`config.mk`:
```
export PLATFORM = sky130hd
export DESIGN_NAME = dram_bank_timing_fsm
export DESIGN_NICKNAME = d
export VERILOG_FILES = /design/src/rtl/dram_bank_timing_fsm.sv
export SDC_FILE = /design/constraint.sdc
export NUM_CORES = 1
export LEC_CHECK = 0
export ABC_AREA = 1
export CORE_UTILIZATION = 65
export DETAILED_ROUTE_END_ITERATION = 12
export PLACE_DENSITY = 0.83
export SYNTH_ARGS = -nofsm -noshare
export SYNTH_HDL_FRONTEND = slang
export SYNTH_SLANG_ARGS = --single-unit
```
`constraint.sdc`:
```
create_clock -name clk -period 5.71 [get_ports clk]
set_input_delay 1.4275 -clock clk [delete_from_list [all_inputs] [get_ports clk]]
set_output_delay 1.4275 -clock clk [all_outputs]
set_load 0.05 [all_outputs]
```
`src/rtl/dram_bank_timing_fsm.sv`:
```
// Per-bank ACT/RD/WR/PRE sequencer with tRCD/tRAS/tRP timing and a shared BL-beat burst.
// Each bank's state, open row and timers live in small register arrays; halt freezes all of them.
module dram_bank_timing_fsm #(
    parameter int BGWIDTH   = 2,
    parameter int BAWIDTH   = 2,
    parameter int ADDRWIDTH = 17,
    parameter int BL        = 8,
    parameter int T_RCD     = 4,
    parameter int T_RAS     = 10,
    parameter int T_RP      = 4
) (
    input  logic                         clk,
    input  logic                         reset_n,
    input  logic                         halt,
    input  logic                         cmd_act,
    input  logic                         cmd_rd,
    input  logic                         cmd_wr,
    input  logic                         cmd_pre,
    input  logic [BGWIDTH-1:0]           bg,
    input  logic [BAWIDTH-1:0]           ba,
    input  logic [ADDRWIDTH-1:0]         row,
    output logic [2:0]                   bank_state,
    output logic [ADDRWIDTH-1:0]         open_row,
    output logic                         all_idle,
    output logic                         burst_valid,
    output logic                         burst_wr,
    output logic [$clog2(BL)-1:0]        burst_beat,
    output logic [BGWIDTH+BAWIDTH-1:0]   burst_bank,
    output logic                         cmd_err
);

    localparam int BKW    = BGWIDTH + BAWIDTH;
    localparam int NBANKS = 1 << BKW;
    localparam int BEATW  = $clog2(BL);
    localparam int TMAX   = (T_RCD > T_RP) ? T_RCD : T_RP;
    localparam int TW     = $clog2(TMAX + 1);
    localparam int RW     = $clog2(T_RAS + 1);

    typedef enum logic [2:0] {
        S_IDLE        = 3'd0,
        S_ACTIVATING  = 3'd1,
        S_ACTIVE      = 3'd2,
        S_READING     = 3'd3,
        S_WRITING     = 3'd4,
        S_PRECHARGING = 3'd5
    } bank_state_e;

    bank_state_e            state_q [NBANKS];
    bank_state_e            state_d [NBANKS];
    logic [ADDRWIDTH-1:0]   row_q   [NBANKS];
    logic [ADDRWIDTH-1:0]   row_d   [NBANKS];
    logic [TW-1:0]          tmr_q   [NBANKS];
    logic [TW-1:0]          tmr_d   [NBANKS];
    logic [RW-1:0]          ras_q   [NBANKS];
    logic [RW-1:0]          ras_d   [NBANKS];

    logic                   burst_valid_q, burst_valid_d;
    logic                   burst_wr_q,    burst_wr_d;
    logic [BEATW-1:0]       burst_beat_q,  burst_beat_d;
    logic [BKW-1:0]         burst_bank_q,  burst_bank_d;
    logic                   cmd_err_q,     cmd_err_d;

    logic [BKW-1:0]         bank_idx;
    logic [2:0]             n_cmd;
    logic                   any_cmd;
    logic                   single_cmd;
    bank_state_e            tgt_state;
    logic                   acc_act;
    logic                   acc_rw;
    logic                   acc_pre;

    assign bank_idx   = {bg, ba};
    assign n_cmd      = 3'(cmd_act) + 3'(cmd_rd) + 3'(cmd_wr) + 3'(cmd_pre);
    assign any_cmd    = (n_cmd != 3'd0);
    assign single_cmd = (n_cmd == 3'd1);
    assign tgt_state  = state_q[bank_idx];

    // tRAS counts the accepting edge itself, so PRE is legal once the counter reads T_RAS-1.
    assign acc_act = !halt && single_cmd && cmd_act && (tgt_state == S_IDLE);
    assign acc_rw  = !halt && single_cmd && (cmd_rd || cmd_wr) &&
                     (tgt_state == S_ACTIVE) && !burst_valid_q;
    assign acc_pre = !halt && single_cmd && cmd_pre && (tgt_state == S_ACTIVE) &&
                     (ras_q[bank_idx] >= RW'(T_RAS - 1));

    always_comb begin
        for (int i = 0; i < NBANKS; i++) begin
            state_d[i] = state_q[i];
            row_d[i]   = row_q[i];
            tmr_d[i]   = tmr_q[i];
            ras_d[i]   = ras_q[i];
        end
        burst_valid_d = burst_valid_q;
        burst_wr_d    = burst_wr_q;
        burst_beat_d  = burst_beat_q;
        burst_bank_d  = burst_bank_q;
        cmd_err_d     = any_cmd && !(acc_act || acc_rw || acc_pre);

        if (!halt) begin
            for (int i = 0; i < NBANKS; i++) begin
                if (ras_q[i] != RW'(T_RAS)) begin
                    ras_d[i] = ras_q[i] + RW'(1);
                end
                case (state_q[i])
                    S_ACTIVATING: begin
                        if (tmr_q[i] == TW'(T_RCD - 1)) begin
                            state_d[i] = S_ACTIVE;
                            tmr_d[i]   = '0;
                        end else begin
                            tmr_d[i] = tmr_q[i] + TW'(1);
                        end
                    end
                    S_PRECHARGING: begin
                        if (tmr_q[i] == TW'(T_RP - 1)) begin
                            state_d[i] = S_IDLE;
                            tmr_d[i]   = '0;
                        end else begin
                            tmr_d[i] = tmr_q[i] + TW'(1);
                        end
                    end
                    default: ;
                endcase
            end

            if (burst_valid_q) begin
                if (burst_beat_q == BEATW'(BL - 1)) begin
                    burst_valid_d          = 1'b0;
                    burst_beat_d           = '0;
                    state_d[burst_bank_q]  = S_ACTIVE;
                end else begin
                    burst_beat_d = burst_beat_q + BEATW'(1);
                end
            end

            // Accepted commands only touch a bank whose timer/burst logic above left it alone.
            if (acc_act) begin
                state_d[bank_idx] = S_ACTIVATING;
                row_d[bank_idx]   = row;
                tmr_d[bank_idx]   = '0;
                ras_d[bank_idx]   = '0;
            end
            if (acc_rw) begin
                state_d[bank_idx] = cmd_rd ? S_READING : S_WRITING;
                burst_valid_d     = 1'b1;
                burst_beat_d      = '0;
                burst_bank_d      = bank_idx;
                burst_wr_d        = cmd_wr;
            end
            if (acc_pre) begin
                state_d[bank_idx] = S_PRECHARGING;
                tmr_d[bank_idx]   = '0;
            end
        end
    end

    always_ff @(posedge clk or negedge reset_n) begin
        if (!reset_n) begin
            for (int i = 0; i < NBANKS; i++) begin
                state_q[i] <= S_IDLE;
                row_q[i]   <= '0;
                tmr_q[i]   <= '0;
                ras_q[i]   <= '0;
            end
            burst_valid_q <= 1'b0;
            burst_wr_q    <= 1'b0;
            burst_beat_q  <= '0;
            burst_bank_q  <= '0;
            cmd_err_q     <= 1'b0;
        end else begin
            for (int i = 0; i < NBANKS; i++) begin
                state_q[i] <= state_d[i];
                row_q[i]   <= row_d[i];
                tmr_q[i]   <= tmr_d[i];
                ras_q[i]   <= ras_d[i];
            end
            burst_valid_q <= burst_valid_d;
            burst_wr_q    <= burst_wr_d;
            burst_beat_q  <= burst_beat_d;
            burst_bank_q  <= burst_bank_d;
            cmd_err_q     <= cmd_err_d;
        end
    end

    logic [NBANKS-1:0] idle_vec;
    for (genvar gi = 0; gi < NBANKS; gi++) begin : g_idle
        assign idle_vec[gi] = (state_q[gi] == S_IDLE);
    end

    assign all_idle    = &idle_vec;
    assign bank_state  = state_q[bank_idx];
    assign open_row    = row_q[bank_idx];
    assign burst_valid = burst_valid_q;
    assign burst_wr    = burst_wr_q;
    assign burst_beat  = burst_beat_q;
    assign burst_bank  = burst_bank_q;
    assign cmd_err     = cmd_err_q;

endmodule

```
# == After elaboration in Yosys (flattened, before gate mapping) ==
# Cells that the tools add are included.
# word_totals
ff_bits,442
in_bits,28
output_inout_bits,31
# classes
add_sub_neg,36
magnitude_cmp,5
eq_ne,67
n_mux,182
bitwise,17
reduce_logical,57
# ops
cell,count
two-way mux 48 bit,11
two-way mux 3 bit,104
bitwise mux 272 bit,1
two-way mux 4 bit,35
AND 48 bit,2
case mux 3 bit (2 select lines),16
binary-select mux 17 bit (select 4 bit),1
demux 17 bit (select 4 bit),1
adder 4 x 1 -> 4 bit (second input constant),16
AND 32 bit,2
AND 64 bit,1
two-way mux 64 bit,1
inequality test 4 bit (second input constant),16
inverter 32 bit,2
inverter 64 bit,1
adder 3 x 1 -> 3 bit (second input constant),17
equality test 3 x 1 -> 1 bit (second input constant),17
equality test 3 x 2 -> 1 bit (second input constant),17
equality test 3 bit (second input constant),17
logical NOT 3 bit,17
two-way mux 17 bit,3
bitwise mux 48 bit,1
inverter 48 bit,1
OR 16 bit,2
other kinds (24),62

# == Longest topological paths before layout ==
# Gate-level depths: netlist of run 1.
# logic_depth
ltp_word,18
ltp_mapped,21
mapped_depth_nobuf,18

# == Worst setup path before layout of run 1 ==
# No wires, ideal clock.
# synth_timing
kind,input -> output
start,in ba[1]
end,out open_row[13]
t_arrival_ps,3332
setup_slack_ps,951
stages,9
n_path_buf,4
cell_sequence,buf_2 buf_4 nand2_2 inv_2 clkbuf_1 clkbuf_1 a22oi_1 a21oi_1 or4_1
# synth_via
elab_chain_len,4
# synth_lines
element,line_no,rtl
from (decl),20,"input logic [BAWIDTH-1:0] ba,"
inverter 4 -> 5 bit (implied by the code),190,assign open_row = row_q[bank_idx];
binary-select mux 17 bit (select 4 bit),190,
two-way mux 17 bit (implied by the code) (2 in series),190,
to (decl),23,"output logic [ADDRWIDTH-1:0] open_row,"
# No other way between the ends. The select of a mux whose other input is x is not followed.

# == Worst setup path after layout of run 1 ==
# layout_timing
start,in ba[1]
end,out open_row[4]
# Same word-level chain as after synthesis.

==> results.sh, run 1 <==
export IMPL_slew_viol_final=0
export IMPL_syn_instance_count=2821
export IMPL_die_area_um2=35500
export IMPL_pre_cts_ws_ns=0.351
export IMPL_core_um2=33900
export IMPL_synth_area_per_cell_um2=8.01
export IMPL_die_w_um=188
export IMPL_wl_per_cell_um=20.2
export IMPL_nFillCells=2485
export IMPL_rsz0062_at_grt="no"
export IMPL_routed_wl_mm=66.5
export IMPL_synth_edf_count=0
export IMPL_drive_gt1_share_pct=5.87
export IMPL_yosys_top_cells_area="dfrtp_1 49%, nand2_1 12%, o21ai_0 7.2%"
export IMPL_path_class="input port to output pin"
export IMPL_grt_busiest_layer="met2"
export IMPL_final_util_pct=74.1
export IMPL_cp_slowest_stage_delay_ns=0.72
export IMPL_post_route_min_period_ns=5.42
export IMPL_cts_max_path_buffers=3
export IMPL_hold_violations=0
export IMPL_p_leak_nw=11.9
export IMPL_grt_pass1_wl_mm=107
export IMPL_status="completed"
export IMPL_post_cts_repair_setup_buffers=0
export IMPL_die_y_um=188
export IMPL_layout_common_cells="749 x nand2_1, 442 x dfrtp_1, 325 x o21ai_0"
export IMPL_cts_max_level=2
export IMPL_num_io_pins=59
export IMPL_p_per_area_nw_per_um2=398
export IMPL_initialDrtViolationCount=2319
export IMPL_drtAntennaViolNets=0
export IMPL_cap_violations=0
export IMPL_ys_seq_area_share_pct=48.9
export IMPL_portBuffers=58
export IMPL_area_delta_synth_final_pct=11.0
export IMPL_worst_slack_ns=0.292
export IMPL_arrival_ns=3.99
export IMPL_use_met1_pct=49.5
export IMPL_antenna_cells=0
export IMPL_worstPathCellList="clkdlybuf4s50_1 > inv_2 > nand2_2 > inv_2 > buf_12 > a22oi_1 > a21oi_1 > or4_1 > buf_12"
export IMPL_grt_pass1_vias=20352
export IMPL_cp_max_fo=30
export IMPL_nNetsFinal=2895
export IMPL_netlist_area_um2=22600
export IMPL_cts_hold_buffers_added=0
export IMPL_grt_antenna_before_repair=1
export IMPL_hpwl_mm=41.4
export IMPL_crit_family="buffers and inverters"
export IMPL_cts_tree="yes"
export IMPL_synthFlopType="dfrtp_1"
export IMPL_min_period_over_period_pct=94.9
export IMPL_cts_root_buf="clkbuf_16"
export IMPL_ys_warn_count=0
export IMPL_cts_buffers=45
export IMPL_endpoint_kind="output pin"
export IMPL_ys_ff_latch=442
export IMPL_required_ns=4.28
export IMPL_routed_via_count=21041
export IMPL_overflow=0
export IMPL_use_met3_pct=6.33
export IMPL_cp_buffers_inverters=5
export IMPL_setup_viol=0
export IMPL_cp_slowest_cell="clkdlybuf4s50_1"
export IMPL_avgViaCountPerCell=6.39
export IMPL_cts_clk_slew_worst_paths_ns=0.06
export IMPL_yosys_area_top_type="dfrtp_1"
export IMPL_remaining_drc_errors=0
export IMPL_use_met2_pct=61.5
export IMPL_fin_worst_skew_ns=0.0178
export IMPL_relSlewSlack_pct=47.1
export IMPL_clock_fmax_mhz=185
export IMPL_num_rows=67
export IMPL_final_common_cell="nand2_1"
export IMPL_synthDistinctLibCells=41
export IMPL_synth_top_area_share_pct=48.9
export IMPL_clkSinkCount=442
export IMPL_firstDrtPassIters=7
export IMPL_place_gp_congestion=0.991
export IMPL_synth_fp_nets=2902
export IMPL_initial_core_util_pct=66.8
export IMPL_ir_drop_mv=0.281
export IMPL_async_flop_share_pct=100
export IMPL_final_setup_tns_ns=0
export IMPL_worst_slew_pin_slew_ns=0.789
export IMPL_cts_resized=0
export IMPL_clkLatencyLatePin_ns=0.59
export IMPL_crit_path_start_kind="input port"
export IMPL_min_path_type="flop to flop"
export IMPL_grt_use_total_pct=38.1
export IMPL_grt_max_degree=112
## metal layers
layer | up-vias | part of all wire, % | wire (um)
met3 | 290 | 9.1 | 6060
met1 | 10127 | 39 | 25800
met4 | 2 | 5.4 | 3590
met5 | - | 0.020 | 13
li1 | 9422 | - | -
met2 | 1200 | 47 | 31000
## power by group
group | internal (mW) | switching, mW | total [mW]
clock | 1.75 | 1.27 | 3.02
combinational | 1.01 | 1.64 | 2.65
sequential | 3.71 | 0.605 | 4.31
total | 6.47 | 3.52 | 9.99
## worst min-delay path, delay by kind of cell, from the launching register on
kind | cells | cell delay, ns
AO/OA/AOI/OAI | 1 | 0.06
flip-flops | 1 | 0.34
AND/OR/NAND/NOR | 1 | 0.05
## synth_stat cells, types with 2 or more instances
cell type  count
xor2_1        48
nand3b_1       2
nor3_1        24
a22oi_1      137
nor4_1        14
buf_4          4
nand2_1      749
nor2_4         3
nand4_1       28
a31oi_1        7
a21oi_1       97
o311ai_0       6
buf_2         31
nand3_1      158
o211ai_1      14
o21ai_0      325
nor2_1       178
or4_1         17
clkbuf_1     118
dfrtp_1      442
inv_1        218
buf_6          2
nor2_2         4
o31ai_1       10
a22o_1         2
o22ai_1       35
o21ai_1       63
buf_1         12
inv_2          6
clkinv_1       3
ha_1          52
nand2_2        3
## sequential cells by signal, summed over array words and instances (netlist names)
register	flops
burst_bank	4
burst_beat	3
burst_valid	1
burst_wr	1
cmd_err	1
ras_q	64
row_q	272
state_q	48
tmr_q	48
## path summary, 6_finish.rpt
path                               end  cells past startpoint   startpoint  slack, ns
hold reg to reg              row_q[84]                      2    row_q[84]       0.49
min in group asynchronous    tmr_q[39]                      1      reset_n       0.85
setup / recovery           open_row[4]                      9        ba[1]       0.29
hold / removal               row_q[84]                      2    row_q[84]       0.49
max in group asynchronous   row_q[227]                      2      reset_n       3.76
setup reg to reg            row_q[147]                     13  state_q[21]       2.82
## logic make-up after synthesis
family                   after synthesis  synth area share [%]
AO/OA/AOI/OAI                        699                  17.7
XOR/XNOR                              48                  1.86
adder cells (fa/ha/maj)               53                  2.97
buffers and inverters                394                  6.85
flip-flops                           442                  48.9
multiplexers                           1                0.0498
AND/OR/NAND/NOR                     1184                  21.7
## metrics by stage
stage	hold WS, ns	std cells	total power [mW]	cell area (um^2)
3_3_place_gp	0.466	3215	6.73	23600
5_1_grt	0.506	3291	10.5	25100
2_1_floorplan	0.454	2821	6.12	22600
4_1_cts	0.489	3291	9.94	25100
6_report	0.487	3291	9.99	25100
3_5_place_dp	0.474	3215	6.93	23600
## cell type report
| type | count | area (um^2) | share of cell area, % |
|---|---|---|---|
| multi-input cells | 1985 | 10000 | 39.9 |
| flip-flops and latches | 442 | 11100 | 44.1 |
| well taps | 448 | 561 | 2.23 |
| clock buffers | 67 | 1340 | 5.33 |
| clock inverters | 9 | 150 | 0.598 |
| inverters | 227 | 857 | 3.42 |
| repair buffers | 113 | 1110 | 4.44 |
(Power assumes the default switching activity.)
==> run 2: changes to the inputs <==
--- a/config.mk
+++ b/config.mk
@@ -5,8 +5,8 @@
 export SDC_FILE = /design/constraint.sdc
 export NUM_CORES = 1
 export LEC_CHECK = 0
-export ABC_AREA = 1
 export CORE_UTILIZATION = 65
+export CTS_CLUSTER_DIAMETER = 40
 export DETAILED_ROUTE_END_ITERATION = 12
 export PLACE_DENSITY = 0.83
 export SYNTH_ARGS = -nofsm -noshare
==> run 2 against run 1 <==
Compared with the run above: register-to-register slack lost 0.84 ns; global-route usage shrank 2.7 points; count of clock-buffer cells in the layout grew 1; critical path depth shrank 4; clock skew grew 0.00074 ns; maximum frequency is essentially flat; non-clock buffer count grew 5; synthesized area shrank 0.61%; utilization grew 1.8 points; sequential power is essentially flat; total power grew 1.4%; hold slack lost 0.018 ns; critical path type unchanged; largest cell class unchanged; largest power group unchanged.
==> results.sh, run 2 <==
export IMPL_endpoint_kind="output pin"
export IMPL_async_flop_share_pct=100
export IMPL_synth_area_per_cell_um2=12.0
export IMPL_final_common_cell="dfrtp_1"
export IMPL_setup_viol=0
export IMPL_ys_warn_count=0
export IMPL_regMostFlops="row_q"
export IMPL_r2r_end="row_q[99]"
export IMPL_worst_slack_ns=0.291
export IMPL_nFillCells=1984
export IMPL_nNetsFinal=2013
export IMPL_yosys_top_cells_count="442 x dfrtp_1, 261 x mux2_2, 154 x nand2_1"
export IMPL_cp_max_fo=30
export IMPL_synthFlopType="dfrtp_1"
export IMPL_reg2reg_depth=9
export IMPL_p_per_area_nw_per_um2=395
export IMPL_met1Wirelength_mm=23.2
export IMPL_regArea_um2=11100
export IMPL_place_gp_congestion=0.963
export IMPL_hold_violations=0
export IMPL_synthDistinctLibCells=68
export IMPL_slew_viol_final=0
export IMPL_p_clk_share_pct=36.2
export IMPL_routed_wl_mm=60.3
export IMPL_cts_buffers=56
export IMPL_cts_clk_slew_worst_paths_ns=0.05
export IMPL_wl_met3_mm=5.04
export IMPL_crit_path_start_kind="input port"
export IMPL_required_ns=4.28
export IMPL_area_delta_synth_final_pct=14.1
export IMPL_dr_max_layer_used="met4"
export IMPL_cts_resized=0
export IMPL_min_path_type="flop to flop"
export IMPL_yosysMostFrequentCell="dfrtp_1"
export IMPL_routed_via_count=16372
export IMPL_final_setup_tns_ns=0
export IMPL_p_int_mw=6.84
export IMPL_grt_pass1_wl_mm=96.2
export IMPL_final_util_pct=75.9
export IMPL_min_from="burst_wr"
export IMPL_multiInputGateArea_um2=10600
export IMPL_path_class="input port to output pin"
export IMPL_ys_seq_area_share_pct=49.2
export IMPL_grt_use_total_pct=35.4
export IMPL_post_route_min_period_ns=5.42
export IMPL_clock_fmax_mhz=185
export IMPL_min_period_over_period_pct=94.9
export IMPL_die_area_um2=35300
export IMPL_grt_pass1_vias=17028
export IMPL_ir_drop_mv=0.322
export IMPL_clkLatencyLatePin_ns=0.61
export IMPL_pre_cts_ws_ns=0.217
export IMPL_largest_reg_flops=272
export IMPL_syn_instance_count=1871
export IMPL_place_area_um2=23700
export IMPL_place_inst=2322
export IMPL_power_frac_comb_pct=21.0
export IMPL_netlist_area_um2=22500
export IMPL_reg_top3="row_q: 272 flops, ras_q: 64 flops"
export IMPL_overflow=0
export IMPL_avgViaCountPerCell=6.75
export IMPL_critical_path_endpoint="open_row[0]"
export IMPL_core_um2=33800
export IMPL_initial_core_util_pct=66.5
export IMPL_initialDrtViolationCount=1808
export IMPL_r2r_setup_slack_ns=1.98
export IMPL_drive_gt1_share_pct=29.9
export IMPL_die_w_um=188
export IMPL_post_cts_repair_setup_buffers=0
export IMPL_swShare_pct=32.5
export IMPL_wl_per_cell_um=24.9
export IMPL_instances_no_fill=2426
export IMPL_startpoint="ba[0]"
export IMPL_clkSinkCount=442
export IMPL_p_leak_nw=11.7
export IMPL_p_total_mw=10.1
export IMPL_cts_max_level=2
export IMPL_seqPwrFrac_pct=42.8
export IMPL_die_y_um=188
export IMPL_cap_violations=0
export IMPL_p_sw_mw=3.29
export IMPL_cts_hold_buffers_added=0
export IMPL_fin_worst_skew_ns=0.0186
export IMPL_arrival_ns=3.99
export IMPL_num_io_pins=59
export IMPL_worst_slew_pin_slew_ns=1.17
export IMPL_reg2reg_from="state_q[36]"
export IMPL_yosys_area_top_type="dfrtp_1"
export IMPL_whs_ns=0.469
export IMPL_stdcell_area_um2=25600
export IMPL_synth_edf_count=0
export IMPL_relSlewSlack_pct=21.4
export IMPL_num_rows=67
export IMPL_cts_root_buf="clkbuf_16"
export IMPL_remaining_drc_errors=0
export IMPL_rsz0062_at_grt="no"
export IMPL_synth_top_area_share_pct=49.2
export IMPL_layout_common_cells="442 x dfrtp_1, 261 x mux2_2, 154 x nand2_1"
export IMPL_met2WireLength_mm=29.5
export IMPL_hpwl_mm=36.4
export IMPL_yosys_top_cells_area="dfrtp_1 49%, mux2_2 13%, mux4_2 10%"
export IMPL_grt_antenna_before_repair=0
export IMPL_drtAntennaViolNets=0
export IMPL_grt_max_degree=128
export IMPL_synth_fp_nets=1952
export IMPL_cts_tree="yes"
export IMPL_firstDrtPassIters=5
export IMPL_portBuffers=58
export IMPL_cts_max_path_buffers=3
export IMPL_ys_ff_latch=442
export IMPL_antenna_cells=0
export IMPL_status="completed"
-- run 2: worst min path at each step --
stage                            to  slack [ns]  cells after the start
after global placement     burst_wr        0.46                      2
after detailed placement   burst_wr        0.46                      2
final                      burst_wr        0.47                      2
after CTS                  burst_wr        0.47                      2
after global routing      row_q[64]        0.50                      1
after floorplan           row_q[71]        0.45                      1
-- run 2: power by group through the flow --
stage               Combinational [mW]  Sequential, mW  Clock [mW]
floorplan                         1.48            4.24           0
global placement                  1.98            4.28           0
detailed placement                2.09            4.33           0
CTS                               2.13            4.30        3.69
global route                      2.35            4.39        3.83
finish                            2.12            4.33        3.67
-- run 2: critical path, stage by stage --
cell,delay (ns)
buf_6,0.38
buf_4,0.35
mux4_2,0.54
mux4_2,0.49
clkdlybuf4s50_1,0.75
-- run 2: cell type report --
type	count	share of cell area [%]
Multi-Input combinational cell	1235	41.2
Clock buffer	68	6.08
Inverter	79	1.16
Clock inverter	36	1.56
Sequential cell	442	43.1
Timing Repair Buffer	118	4.70
Tap cell	448	2.19
-- run 2: metal layers --
metal	track usage, %	vias up
li1	-	6982
met3	6.74	196
met4	16.1	0
met2	57.5	862
met1	46.6	8332
met5	0	-
-- run 2: cell families (layout without fill, tap and decap cells) --
family	after synthesis	after routing	share of synthesized area (%)
AND/OR/NAND/NOR	490	490	10.5
AO/OA/AOI/OAI	299	299	8.78
flip-flops	442	442	49.2
buffers and inverters	194	301	3.90
multiplexers	377	377	23.9
XOR/XNOR	16	16	0.624
adder cells (fa/ha/maj)	53	53	2.98
